--- config.mk ---
export PLATFORM = sky130hd
export DESIGN_NAME = snake_body_engine
export DESIGN_NICKNAME = d
export VERILOG_FILES = /design/src/rtl/snake_pkg.sv /design/src/rtl/snake_tick_gen.sv /design/src/rtl/snake_body_engine.sv
export SDC_FILE = /design/constraint.sdc
export NUM_CORES = 1
export LEC_CHECK = 0
export CORE_ASPECT_RATIO = 0.9
export CORE_UTILIZATION = 40
export CTS_CLUSTER_DIAMETER = 150
export CTS_CLUSTER_SIZE = 24
export DETAILED_ROUTE_END_ITERATION = 7
export PLACE_DENSITY = 0.68
export SLEW_MARGIN = 20
export SYNTH_ARGS = -nofsm -noshare
export SYNTH_HDL_FRONTEND = slang
export SYNTH_SLANG_ARGS = --single-unit
--- constraint.sdc ---
create_clock -name clk -period 5.4 [get_ports clk]
set_input_delay 1.08 -clock clk [delete_from_list [all_inputs] [get_ports clk]]
set_output_delay 1.08 -clock clk [all_outputs]
set_load 0.02 [all_outputs]
--- src/rtl/snake_pkg.sv ---
// Shared types and constants for the snake game-state engine.
package snake_pkg;

    localparam int unsigned GRID_W_DEF = 40;
    localparam int unsigned GRID_H_DEF = 30;
    localparam int unsigned CELL_SHIFT = 4;
    localparam int unsigned X_W        = 6;
    localparam int unsigned Y_W        = 5;
    localparam int unsigned START_X    = 20;
    localparam int unsigned START_Y    = 15;

    typedef enum logic [1:0] {
        CELL_NONE = 2'b00,
        CELL_HEAD = 2'b01,
        CELL_BODY = 2'b10,
        CELL_WALL = 2'b11
    } cell_t;

    typedef enum logic [1:0] {
        DIR_UP    = 2'd0,
        DIR_DOWN  = 2'd1,
        DIR_LEFT  = 2'd2,
        DIR_RIGHT = 2'd3
    } dir_t;

    typedef struct packed {
        logic [X_W-1:0] x;
        logic [Y_W-1:0] y;
    } coord_t;

    function automatic dir_t opposite(input dir_t d);
        case (d)
            DIR_UP:   return DIR_DOWN;
            DIR_DOWN: return DIR_UP;
            DIR_LEFT: return DIR_RIGHT;
            default:  return DIR_LEFT;
        endcase
    endfunction

endpackage

--- src/rtl/snake_tick_gen.sv ---
// Move-tick divider: one-cycle registered tick every TICK_DIV enabled cycles.
module snake_tick_gen #(
    parameter int unsigned TICK_DIV = 12_500_000
) (
    input  logic clk,
    input  logic rst,
    input  logic en,
    output logic tick
);
    localparam int unsigned CNT_W = $clog2(TICK_DIV);

    logic [CNT_W-1:0] cnt;

    always_ff @(posedge clk) begin
        if (rst) begin
            cnt  <= '0;
            tick <= 1'b0;
        end else begin
            tick <= 1'b0;
            if (en) begin
                if (cnt == CNT_W'(TICK_DIV - 1)) begin
                    cnt  <= '0;
                    tick <= 1'b1;
                end else begin
                    cnt <= cnt + CNT_W'(1);
                end
            end
        end
    end

endmodule

--- src/rtl/snake_body_engine.sv ---
// Snake segment list, movement, growth, collisions and per-pixel cell query.
// Define SNAKE_WRAP_EN to remove walls and wrap the head around the grid.
module snake_body_engine
    import snake_pkg::*;
#(
    parameter int unsigned MAX_LEN  = 16,
    parameter int unsigned TICK_DIV = 12_500_000,
    parameter int unsigned GRID_W   = GRID_W_DEF,
    parameter int unsigned GRID_H   = GRID_H_DEF
) (
    input  logic                         clk,
    input  logic                         rst,
    input  logic [3:0]                   dir_btn,
    input  logic [X_W-1:0]               apple_x,
    input  logic [Y_W-1:0]               apple_y,
    input  logic [9:0]                   x_pos,
    input  logic [9:0]                   y_pos,
    output logic [1:0]                   snake,
    output logic                         apple_eaten,
    output logic                         game_over,
    output logic [$clog2(MAX_LEN+1)-1:0] length
);
    localparam int unsigned LEN_W = $clog2(MAX_LEN + 1);

    coord_t seg [MAX_LEN];
    dir_t   direction;
    dir_t   last_dir;
    dir_t   req;
    logic   req_valid;
    logic   tick;
    coord_t new_head;
    coord_t q_pos;
    logic   hit_body;
    logic   collide;
    logic   eat;
    logic   q_body;
    cell_t  q_cell;

    function automatic logic is_border(input coord_t c);
        return (c.x == '0) || (c.x == X_W'(GRID_W - 1)) ||
               (c.y == '0) || (c.y == Y_W'(GRID_H - 1));
    endfunction

    snake_tick_gen #(.TICK_DIV(TICK_DIV)) u_tick (
        .clk  (clk),
        .rst  (rst),
        .en   (!game_over),
        .tick (tick)
    );

    // Button priority: up > down > left > right
    always_comb begin
        req_valid = |dir_btn;
        if (dir_btn[3])      req = DIR_UP;
        else if (dir_btn[2]) req = DIR_DOWN;
        else if (dir_btn[1]) req = DIR_LEFT;
        else                 req = DIR_RIGHT;
    end

    // Next head with modular wrap; with walls the head never sits on a border
    always_comb begin
        new_head = seg[0];
        case (direction)
            DIR_UP:    new_head.y = (seg[0].y == '0) ? Y_W'(GRID_H - 1) : seg[0].y - Y_W'(1);
            DIR_DOWN:  new_head.y = (seg[0].y == Y_W'(GRID_H - 1)) ? '0 : seg[0].y + Y_W'(1);
            DIR_LEFT:  new_head.x = (seg[0].x == '0) ? X_W'(GRID_W - 1) : seg[0].x - X_W'(1);
            default:   new_head.x = (seg[0].x == X_W'(GRID_W - 1)) ? '0 : seg[0].x + X_W'(1);
        endcase
    end

    // Tail cell (index length-1) is excluded since it vacates on the move
    always_comb begin
        hit_body = 1'b0;
        for (int i = 0; i < MAX_LEN - 1; i++) begin
            if (LEN_W'(i + 2) <= length && seg[i] == new_head) hit_body = 1'b1;
        end
`ifdef SNAKE_WRAP_EN
        collide = hit_body;
`else
        collide = hit_body || is_border(new_head);
`endif
        eat = (new_head.x == apple_x) && (new_head.y == apple_y);
    end

    always_comb begin
        q_cell  = CELL_NONE;
        q_pos.x = x_pos[9:4];
        q_pos.y = y_pos[8:4];
        q_body  = 1'b0;
        for (int i = 1; i < MAX_LEN; i++) begin
            if (LEN_W'(i) < length && seg[i] == q_pos) q_body = 1'b1;
        end
        if (x_pos < 10'(GRID_W << CELL_SHIFT) && y_pos < 10'(GRID_H << CELL_SHIFT)) begin
            if (seg[0] == q_pos)      q_cell = CELL_HEAD;
            else if (q_body)          q_cell = CELL_BODY;
`ifndef SNAKE_WRAP_EN
            else if (is_border(q_pos)) q_cell = CELL_WALL;
`endif
        end
    end

    // Shifting every slot keeps the old tail in slot [length] for growth
    always_ff @(posedge clk) begin
        if (rst) begin
            for (int i = 0; i < MAX_LEN; i++) begin
                seg[i].x <= (i < 3) ? X_W'(int'(START_X) - i) : '0;
                seg[i].y <= (i < 3) ? Y_W'(START_Y) : '0;
            end
            direction   <= DIR_RIGHT;
            last_dir    <= DIR_RIGHT;
            length      <= LEN_W'(3);
            apple_eaten <= 1'b0;
            game_over   <= 1'b0;
            snake       <= CELL_NONE;
        end else begin
            apple_eaten <= 1'b0;
            snake       <= q_cell;
            if (req_valid && req != opposite(last_dir)) direction <= req;
            if (tick && !game_over) begin
                if (collide) begin
                    game_over <= 1'b1;
                end else begin
                    for (int i = 1; i < MAX_LEN; i++) seg[i] <= seg[i-1];
                    seg[0]   <= new_head;
                    last_dir <= direction;
                    if (eat) begin
                        apple_eaten <= 1'b1;
                        if (length < LEN_W'(MAX_LEN)) length <= length + LEN_W'(1);
                    end
                end
            end
        end
    end

endmodule
Word level (Yosys, flattened, before mapping). Memories as Yosys holds them, arrays and structs flattened. Index checks and enable logic that the tools add are counted.

Add/sub/neg operators: 6. Multipliers: 0. Divide/modulo/power cells: 0. Magnitude comparators: 33. Equal/unequal tests: 45. Shifts and indexed selects: 0. Muxes and demuxes: 69. Bitwise gates (word level): 19. Reductions and logical operators: 59.

Operators with widths (count): 11-bit equality test (31); 11-bit two-way mux (16); 4-bit by 5-bit <= comparator with 1-bit output, first input constant (8); 4-bit by 5-bit less-than comparator with 1-bit output, first input constant (8); 1-bit two-way mux (40); 1-bit logical AND (34); 24-bit by 1-bit adder with 24-bit output, second input constant (1); 24-bit equality test, second input constant (1); 24-bit two-way mux (1); 3-bit by 5-bit <= comparator with 1-bit output, first input constant (4); 3-bit by 5-bit less-than comparator with 1-bit output, first input constant (4); 6-bit equality test, second input constant (3); 6-bit logical NOT (3); 1-bit bitwise OR (16); 5-bit equality test, second input constant (3); 5-bit logical NOT (3); 6-bit two-way mux (2); 6-bit case mux with 2 select lines (1); 5-bit by 1-bit adder with 5-bit output, second input constant (2); 2-bit by 5-bit <= comparator with 1-bit output, first input constant (2); 10-bit less-than comparator, second input constant (1); 10-bit by 9-bit less-than comparator with 1-bit output, second input constant (1); 2-bit by 5-bit less-than comparator with 1-bit output, first input constant (2); 2-bit two-way mux (5); other kinds (23) (39).

Register bits after elaboration: 38. Bits in latches: 0. RAM bits: 176. ROM bits: 0. Input port bits: 37. Output and inout bits: 9. Logic and storage cells: 241. Memories kept: 1.

Memory list: seg (depth 16, width 11, read ports 16, clocked after Yosys merged registers in 0, write ports 16, RTL line snake_body_engine.sv:25) `coord_t seg [MAX_LEN];`.

Logic depth before layout (Yosys ltp). Gate-level depths: netlist of the first run. An unclocked memory read counts as a cell.

Word-level depth: 27. Gate-level depth with buffers: 17. Mapped depth without buffers: 12.

By module. From an unflattened synthesis of the first run, not the netlist that was laid out.

Cells, all modules: 1468. Area, all modules: 13947.1 um2.

Modules (own cells, without submodules): snake_body_engine (instances 1, cells each 1336, area an instance 12690.9 um2, seq. area each 4724.5 um2); snake_tick_gen (instances 1, cells each 132, area an instance 1256.2 um2, seq. area each 500.5 um2).

Worst setup path after synthesis of the first run. Ideal clock, no wire load.

Path kind: reg-to-reg. Start point: memory seg[0][0] (netlist name). End point: memory seg[0][0] (netlist name), enable pin. Setup time: 0.888 ns. Arrival time: 5.022 ns. Data required time: 4.512 ns. Path slack: -0.509 ns. Stages on the path, launching flop included: 16. Path buffers: 4. Clock period less this slack: 5.909 ns. Path through: edfxtp_1 > clkbuf_1 > inv_1 > ha_1 > nor4b_4 > nor3_1 > a211oi_4 > xor2_1 > or4_1 > nor4_1 > nor4_2 > nand4_2 > buf_6 > buf_4 > buf_4 > nand2_1.

RTL lines (RTL line): start, declared (snake_body_engine.sv:25).

==> results of run 1 <==
## power groups by stage
stage,clock network (mW),registers [mW],logic (mW)
floorplan,0,1.76,0.323
global placement,0,1.78,0.461
detailed placement,0,1.78,0.466
CTS,1.03,1.74,0.469
global route,1.07,1.75,0.507
finish,1.01,1.75,0.478
## routing by layer
metal / vias to the layer above / track usage, %
met5: - / 0
met4: 0 / 6.14
met3: 77 / 3.67
met2: 466 / 35.9
met1: 5270 / 33.3
li1: 4803 / -
## tightest hold or removal path, delay by kind of cell (launching register included)
family           cells  cell delay [ns]
flip-flops           1             0.33
AND/OR/NAND/NOR      2             0.14
## logic make-up (layout without fill, tap and decap cells)
group | Yosys count | count (layout) | synth area share (%)
XOR/XNOR | 348 | 348 | 23.0
flip-flops | 214 | 214 | 39.0
buffers and inverters | 118 | 130 | 4.27
adder cells (fa/ha/maj) | 9 | 9 | 0.842
AO/OA/AOI/OAI | 110 | 110 | 6.13
multiplexers | 93 | 93 | 7.02
AND/OR/NAND/NOR | 488 | 488 | 19.7
## worst paths after layout
check                           from                       end  depth (start not counted)
min           u_tick.tick$_SDFF_PP0_    game_over$_SDFFE_PP0P_                          2
max          seg[0][0]$_SDFFCE_PN1P_  seg[0][164]$_SDFFE_PP0P_                         13
max reg2reg  seg[0][0]$_SDFFCE_PN1P_  seg[0][164]$_SDFFE_PP0P_                         13
min reg2reg   u_tick.tick$_SDFF_PP0_    game_over$_SDFFE_PP0P_                          2
## cells in the final DEF, fill, tap and decap left out, drive strengths merged, types with 4 or more instances in the layout
master	instances
dfxtp	120
mux2	4
nand2b	10
inv	22
a21oi	29
clkdlybuf4s50	33
or4	6
nand3	30
and2	67
edfxtp	94
o21ai	12
a31oi	6
or3	15
nand4	56
a211o	5
nor2b	7
o31ai	5
nor3	27
buf	57
mux2i	89
nand4b	4
clkbuf	18
nor4b	5
xnor2	215
nor2	138
ha	9
a22oi	4
and3	10
nor4	44
nand2	54
o2111ai	9
xor2	131
a2111oi	4
## state kept, by name, indices dropped and copies added (netlist names)
register     cells
apple_eaten      1
length           5
last_dir         2
game_over        1
u_tick.tick      1
seg            176
u_tick.cnt      24
snake            2
direction        2
## through the flow
stage	hold WS, ns	total power, mW	instances	worst slack [ns]
final	0.491	3.23	1814	0.303
after global routing	0.526	3.33	1814	0.0723
after CTS	0.507	3.24	1814	0.394
after detailed placement	0.478	2.25	1796	0.420
after global placement	0.472	2.24	1796	0.489
after floorplan	0.454	2.09	1380	0.442
## layout make-up
class	instances	share of cell area (%)
multi-input cells	1048	52.1
repair buffers	90	5.72
flip-flops and latches	214	35.6
clock buffers	18	2.41
well taps	422	3.60
inverters	22	0.563
==> out/metrics.yaml, run 1 <==
grt:
  antenna_found_initial: 0
  gr-usage-all-layers_pct: 23.2
  grt_pass1_wl_mm: 61.3
  first_global_vias: 9930
  global_route.overflow_total: 0
  largest_net_degree_at_the_start_of_global_routing: 92
clock_tree:
  cts.htree.levels: 1
  clkLatencyLatePin_ns: 0.49
  post_cts_hold_buffer_count: 0
  clock_path_buffers: 3
  cts_num_sinks: 214
  postCtsSetupRepairBufs: 0
  clock_buffers_created_by_tritoncts: 12
  cts_tree: "built"
  worst_setup_hold_path_clk_slew_ns: 0.10
  post_cts_resized: 0
  cts_root_buf: "sky130_fd_sc_hd__clkbuf_16"
worst_setup_path:
  critical_path.top_delay_family: "simple AND/OR/NAND/NOR gates"
  reg2reg_setup_slack_ns: 0.30
  critical_path.max_fanout: 44
  slowest_stage: "sky130_fd_sc_hd__a211oi_4"
  timing.critical_path.to_type: "register"
  worstSetupStartpointType: "register"
  crit_required_ns: 5.73
  critical_path.max_stage_delay_ns: 0.69
  path_cells: "inv_1 > ha_1 > nor4b_4 > nor3_1 > a211oi_4 > xor2_1 > or4_1 > nor4_1 > nor4_2 > nand4_4 > buf_12 > mux2i_1 > nor2_1"
  worstSetupPathType: "register to register"
  cp_num_buf_inv: 2
  arrival_ns: 5.43
min_path:
  worstHoldPathType: "register to register"
power_and_ir_drop:
  pwr-share-seq_pct: 54.0
  comb_power_share_pct: 14.8
  p_switching_mw: 0.870
  power.leakage_nw: 5.56
  irDropWorstVdd_mv: 0.157
  cellPowerDensity_mw_per_mm2: 220
  p_clk_share_pct: 31.2
  switching_share_pct: 26.9
  internal_power_mw: 2.36
timing:
  grt_setup_unrepaired: "no"
  shortest_clock_period_the_worst_path_allows_after_layout_ns: 5.10
  slew_headroom_pct: 18.6
  timing.clock.skew_ns: 0.0230
  finalMaxSlewViolations: 0
  fin_tns_setup_ns: 0
  fmax_mhz: 196
  setup_viol: 0
  post-route-period-util_pct: 94.4
  tightest_slew_ns: 1.22
  finalHoldViolations: 0
logic_synthesis:
  synth.lib_cells_used.distinct: 81
  yosys.cell_count.top_type: "sky130_fd_sc_hd__xnor2_1"
  synth_edf_count: 94
  synth.ff_latch_count: 214
  synth_nets: 1426
  ys_async_sr_fraction_pct: 0
  ys.warnings.count: 0
  yosys_most_used_dff: "sky130_fd_sc_hd__dfxtp_1"
  yosys.area.top_type: "sky130_fd_sc_hd__edfxtp_1"
  commonest_cells_in_the_netlist: "sky130_fd_sc_hd__xnor2_1, sky130_fd_sc_hd__nor2_1, sky130_fd_sc_hd__xor2_1"
  cell_area_synth_mm2: 0.0134
  ys_top_cells_by_area: "sky130_fd_sc_hd__edfxtp_1, sky130_fd_sc_hd__dfxtp_1, sky130_fd_sc_hd__xnor2_1, sky130_fd_sc_hd__xor2_1, sky130_fd_sc_hd__mux2i_1"
  post_synthesis_cells: 1380
  synth_top_area_share_pct: 21.1
  postSynthAreaPerCell_um2: 9.70
  ys_seq_area_share_pct: 39.0
finish:
  final.fill_count: 3087
  layout-drive-gt1-share_pct: 7.18
  final_cell_area_mm2: 0.0147
  multiInputGateArea_mm2: 0.00764
  seq_area_mm2: 0.00523
  flow.area_growth_from_synthesis_pct: 9.61
  nets: 1434
  n_antenna_cell: 0
  finish.utilization_pct: 44.5
route:
  vias_after_detailed_routing: 10600
  route.antenna.remaining_nets: 0
  met3_wirelength_mm: 3.25
  wl_met1_mm: 18.2
  dr.first_iter.drc_count: 1209
  wl_met2_mm: 17.5
  detail_route.first_pass.iterations: 7
  remaining_drc_errors: 0
  wl_mm: 40.0
  routed.top_layer: "met4"
  ratio_of_routed_vias_to_standard_cells: 5.85
  drt-wirelength-per-cell_um: 22.1
die:
  design.portCount: 46
  die_x_um: 195
  std_cell_rows: 63
  area_enclosed_by_the_die_boundary_mm2: 0.0342
  dieHeight_um: 176
  floorplan.initialDensity_pct: 40.6
  placeableCoreArea_mm2: 0.0329
status:
  run_status: "finished clean"
placement:
  post-dp-hpwl_mm: 27.7
  number_of_buffer_cells_added_on_primary_ports: 37
  dpl-instance-area_mm2: 0.0143
  place.gp.congestion: 0.936
flow_run:
  cap_violations: 0
Note: power is estimated with default switching activity, not from simulation.
==> run 2, diff against run 1 <==
--- a/config.mk
+++ b/config.mk
@@ -10,6 +10,7 @@
 export CTS_CLUSTER_DIAMETER = 150
 export CTS_CLUSTER_SIZE = 24
 export DETAILED_ROUTE_END_ITERATION = 7
+export GPL_TIMING_DRIVEN = 0
 export PLACE_DENSITY = 0.68
 export SLEW_MARGIN = 20
 export SYNTH_ARGS = -nofsm -noshare
==> out/metrics.yaml, run 2 (same netlist as run 1, synthesis figures left out) <==
status:
  run_status: "finished clean"  # unchanged
min_path:
  worstHoldPathType: "register to register"  # unchanged
finish:
  largest_registers: "seg x176, u_tick.cnt x24, length x5"  # unchanged
  layout-drive-gt1-share_pct: 6.99  # was 7.18%
  finish.utilization_pct: 44.8  # was 44.5%
  mostFrequentLayoutCell: "sky130_fd_sc_hd__xnor2_1"  # unchanged
  nets: 1473  # was 1434
  final.fill_count: 3167  # was 3087
  most-common-layout-cells: "sky130_fd_sc_hd__xnor2_1, sky130_fd_sc_hd__nor2_1, sky130_fd_sc_hd__xor2_1"  # unchanged
  regMostFlops: "seg"  # unchanged
  largest_register_ffs: 176  # unchanged
  flow.area_growth_from_synthesis_pct: 10.2  # was 9.61%
clock_tree:
  cts_num_sinks: 214  # unchanged
  clkLatencyLatePin_ns: 0.50  # was 0.49 ns
  cts.htree.levels: 1  # unchanged
  cts_root_buf: "sky130_fd_sc_hd__clkbuf_16"  # unchanged
  clock_buffers_created_by_tritoncts: 12  # unchanged
  clock_path_buffers: 3  # unchanged
  post_cts_hold_buffer_count: 0  # unchanged
  cts_tree: "built"  # unchanged
  worst_setup_hold_path_clk_slew_ns: 0.10  # about the same
die:
  area_enclosed_by_the_die_boundary_mm2: 0.0342  # unchanged
  std_cell_rows: 63  # unchanged
  design.portCount: 46  # unchanged
  die_x_um: 195  # unchanged
  floorplan.initialDensity_pct: 40.6  # unchanged
  placeableCoreArea_mm2: 0.0329  # unchanged
  dieHeight_um: 176  # unchanged
timing:
  setup_viol: 0  # unchanged
  post-route-period-util_pct: 99.8  # was 94.4%
  finalMaxSlewViolations: 0  # unchanged
  grt_setup_unrepaired: "no"  # unchanged
  fmax_mhz: 185  # was 196 MHz
  fin_tns_setup_ns: 0  # unchanged
  hold-worst-slack_ns: 0.512  # was 0.491 ns
  slew_headroom_pct: 17.1  # was 18.6%
  finalHoldViolations: 0  # unchanged
  shortest_clock_period_the_worst_path_allows_after_layout_ns: 5.39  # was 5.10 ns
  timing.clock.skew_ns: 0.0170  # was 0.0230 ns
  tightest_slew_ns: 1.24  # was 1.22 ns
route:
  detail_route.first_pass.iterations: 6  # was 7
  ratio_of_routed_vias_to_standard_cells: 6.04  # was 5.85
  drt-wirelength-per-cell_um: 25.7  # was 22.1 um
  route.antenna.remaining_nets: 0  # unchanged
  wl_mm: 47.6  # was 40.0 mm
  dr.first_iter.drc_count: 1702  # was 1209
  remaining_drc_errors: 0  # unchanged
  vias_after_detailed_routing: 11200  # was 10600
grt:
  gr-usage-all-layers_pct: 27.4  # was 23.2%
  antenna_found_initial: 0  # unchanged
  grt_pass1_wl_mm: 69.4  # was 61.3 mm
  first_global_vias: 10600  # was 9930
  largest_net_degree_at_the_start_of_global_routing: 48  # was 92
  global_route.overflow_total: 0  # unchanged
worst_setup_path:
  arrival_ns: 5.53  # was 5.43 ns
  timing.critical_path.to_type: "register"  # unchanged
  worstSetupStartpointType: "register"  # unchanged
  crit_required_ns: 5.54  # was 5.73 ns
  slowest_stage: "sky130_fd_sc_hd__edfxtp_1"  # was sky130_fd_sc_hd__a211oi_4
  critical_path.max_fanout: 47  # was 44
  path_cells: "inv_1 > ha_1 > mux2i_1 > o21ai_1 > and2_1 > buf_4 > o21ai_0 > nand4b_1 > nor4_4 > nor4_4 > nand4_2 > buf_6 > buf_4 > buf_4 > nand2_8"  # was inv_1 > ha_1 > nor4b_4 > nor3_1 > a211oi_4 > xor2_1 > or4_1 > nor4_1 > nor4_2 > nand4_4 > buf_12 > mux2i_1 > nor2_1
  worstSetupPathType: "register to register"  # unchanged
  cp_most_frequent_cell: "sky130_fd_sc_hd__buf_4"
  critical_path.max_stage_delay_ns: 0.52  # was 0.69 ns
power_and_ir_drop:
  cellPowerDensity_mw_per_mm2: 221  # was 220 mW/mm2
  power.leakage_nw: 5.55  # was 5.56 nW
  irDropWorstVdd_mv: 0.139  # was 0.157 mV
flow_run:
  cap_violations: 0  # unchanged
placement:
  post-dp-hpwl_mm: 33.3  # was 27.7 mm
  number_of_buffer_cells_added_on_primary_ports: 25  # was 37
  place.gp.congestion: 0.983  # was 0.936
==> run 2: routing by layer <==
layer,track usage [%],up-vias,part of all wire (%)
met5,0,-,0
met4,10.7,0,3.8
met3,6.24,148,12
met2,41.7,736,43
met1,37.7,5420,41
li1,-,4897,-
==> run 2: timing repair <==
action	in CTS	in global routing
gates cloned	1	0
setup endpoints to repair	183	169
hold endpoints to repair	0	0
setup buffers	4	4
resized for setup	6	21
pin swaps	3	2
==> run 2: area by class of cell <==
| cell class | instances | area, um2 | area share [%] |
|---|---|---|---|
| diodes | 1 | 2.50 | 0.0170 |
| inverters | 22 | 82.6 | 0.560 |
| repair buffers | 33 | 323 | 2.19 |
| plain buffers | 95 | 499 | 3.38 |
| flip-flops and latches | 214 | 5230 | 35.4 |
| multi-input cells | 1049 | 7750 | 52.5 |
| well taps | 422 | 528 | 3.58 |
| clock inverters | 1 | 3.75 | 0.0254 |
| clock buffers | 17 | 340 | 2.31 |
==> run 2: stage by stage <==
| stage | cell area, um2 | cells | setup slack [ns] | power, mW |
|---|---|---|---|---|
| global route | 14700 | 1853 | 0.0457 | 3.35 |
| floorplan | 13400 | 1380 | 0.442 | 2.09 |
| global placement | 14200 | 1827 | -1.71 | 2.25 |
| CTS | 14600 | 1850 | 0.00935 | 3.24 |
| detailed placement | 14200 | 1827 | -0.763 | 2.26 |
| finish | 14800 | 1854 | 0.00899 | 3.26 |
==> run 2: where the power goes <==
group	switching, mW	internal [mW]
registers	0.0316	1.71
clock network	0.552	0.445
logic	0.338	0.186
==> run 2: worst paths after layout <==
| path | start | to | slack, ns | cells past startpoint |
|---|---|---|---|---|
| worst max-delay path | seg[0][5]$_SDFFCE_PN0P_ | seg[0][26]$_SDFFCE_PN0P_ | 0.009 | 15 |
| worst min-delay path | u_tick.cnt[10]$_SDFFE_PP0N_ | u_tick.tick$_SDFF_PP0_ | 0.51 | 2 |
| worst max register to register | seg[0][5]$_SDFFCE_PN0P_ | seg[0][26]$_SDFFCE_PN0P_ | 0.009 | 15 |
| worst min register to register | u_tick.cnt[10]$_SDFFE_PP0N_ | u_tick.tick$_SDFF_PP0_ | 0.51 | 2 |
==> run 2: critical path, delay by kind of cell, from the launching register on <==
family | cells | cell delay, ns
simple gates | 6 | 1.85
buf+inv | 5 | 1.49
compound gates | 2 | 0.61
flops | 1 | 0.52
fa+ha+maj | 1 | 0.32
mux | 1 | 0.19
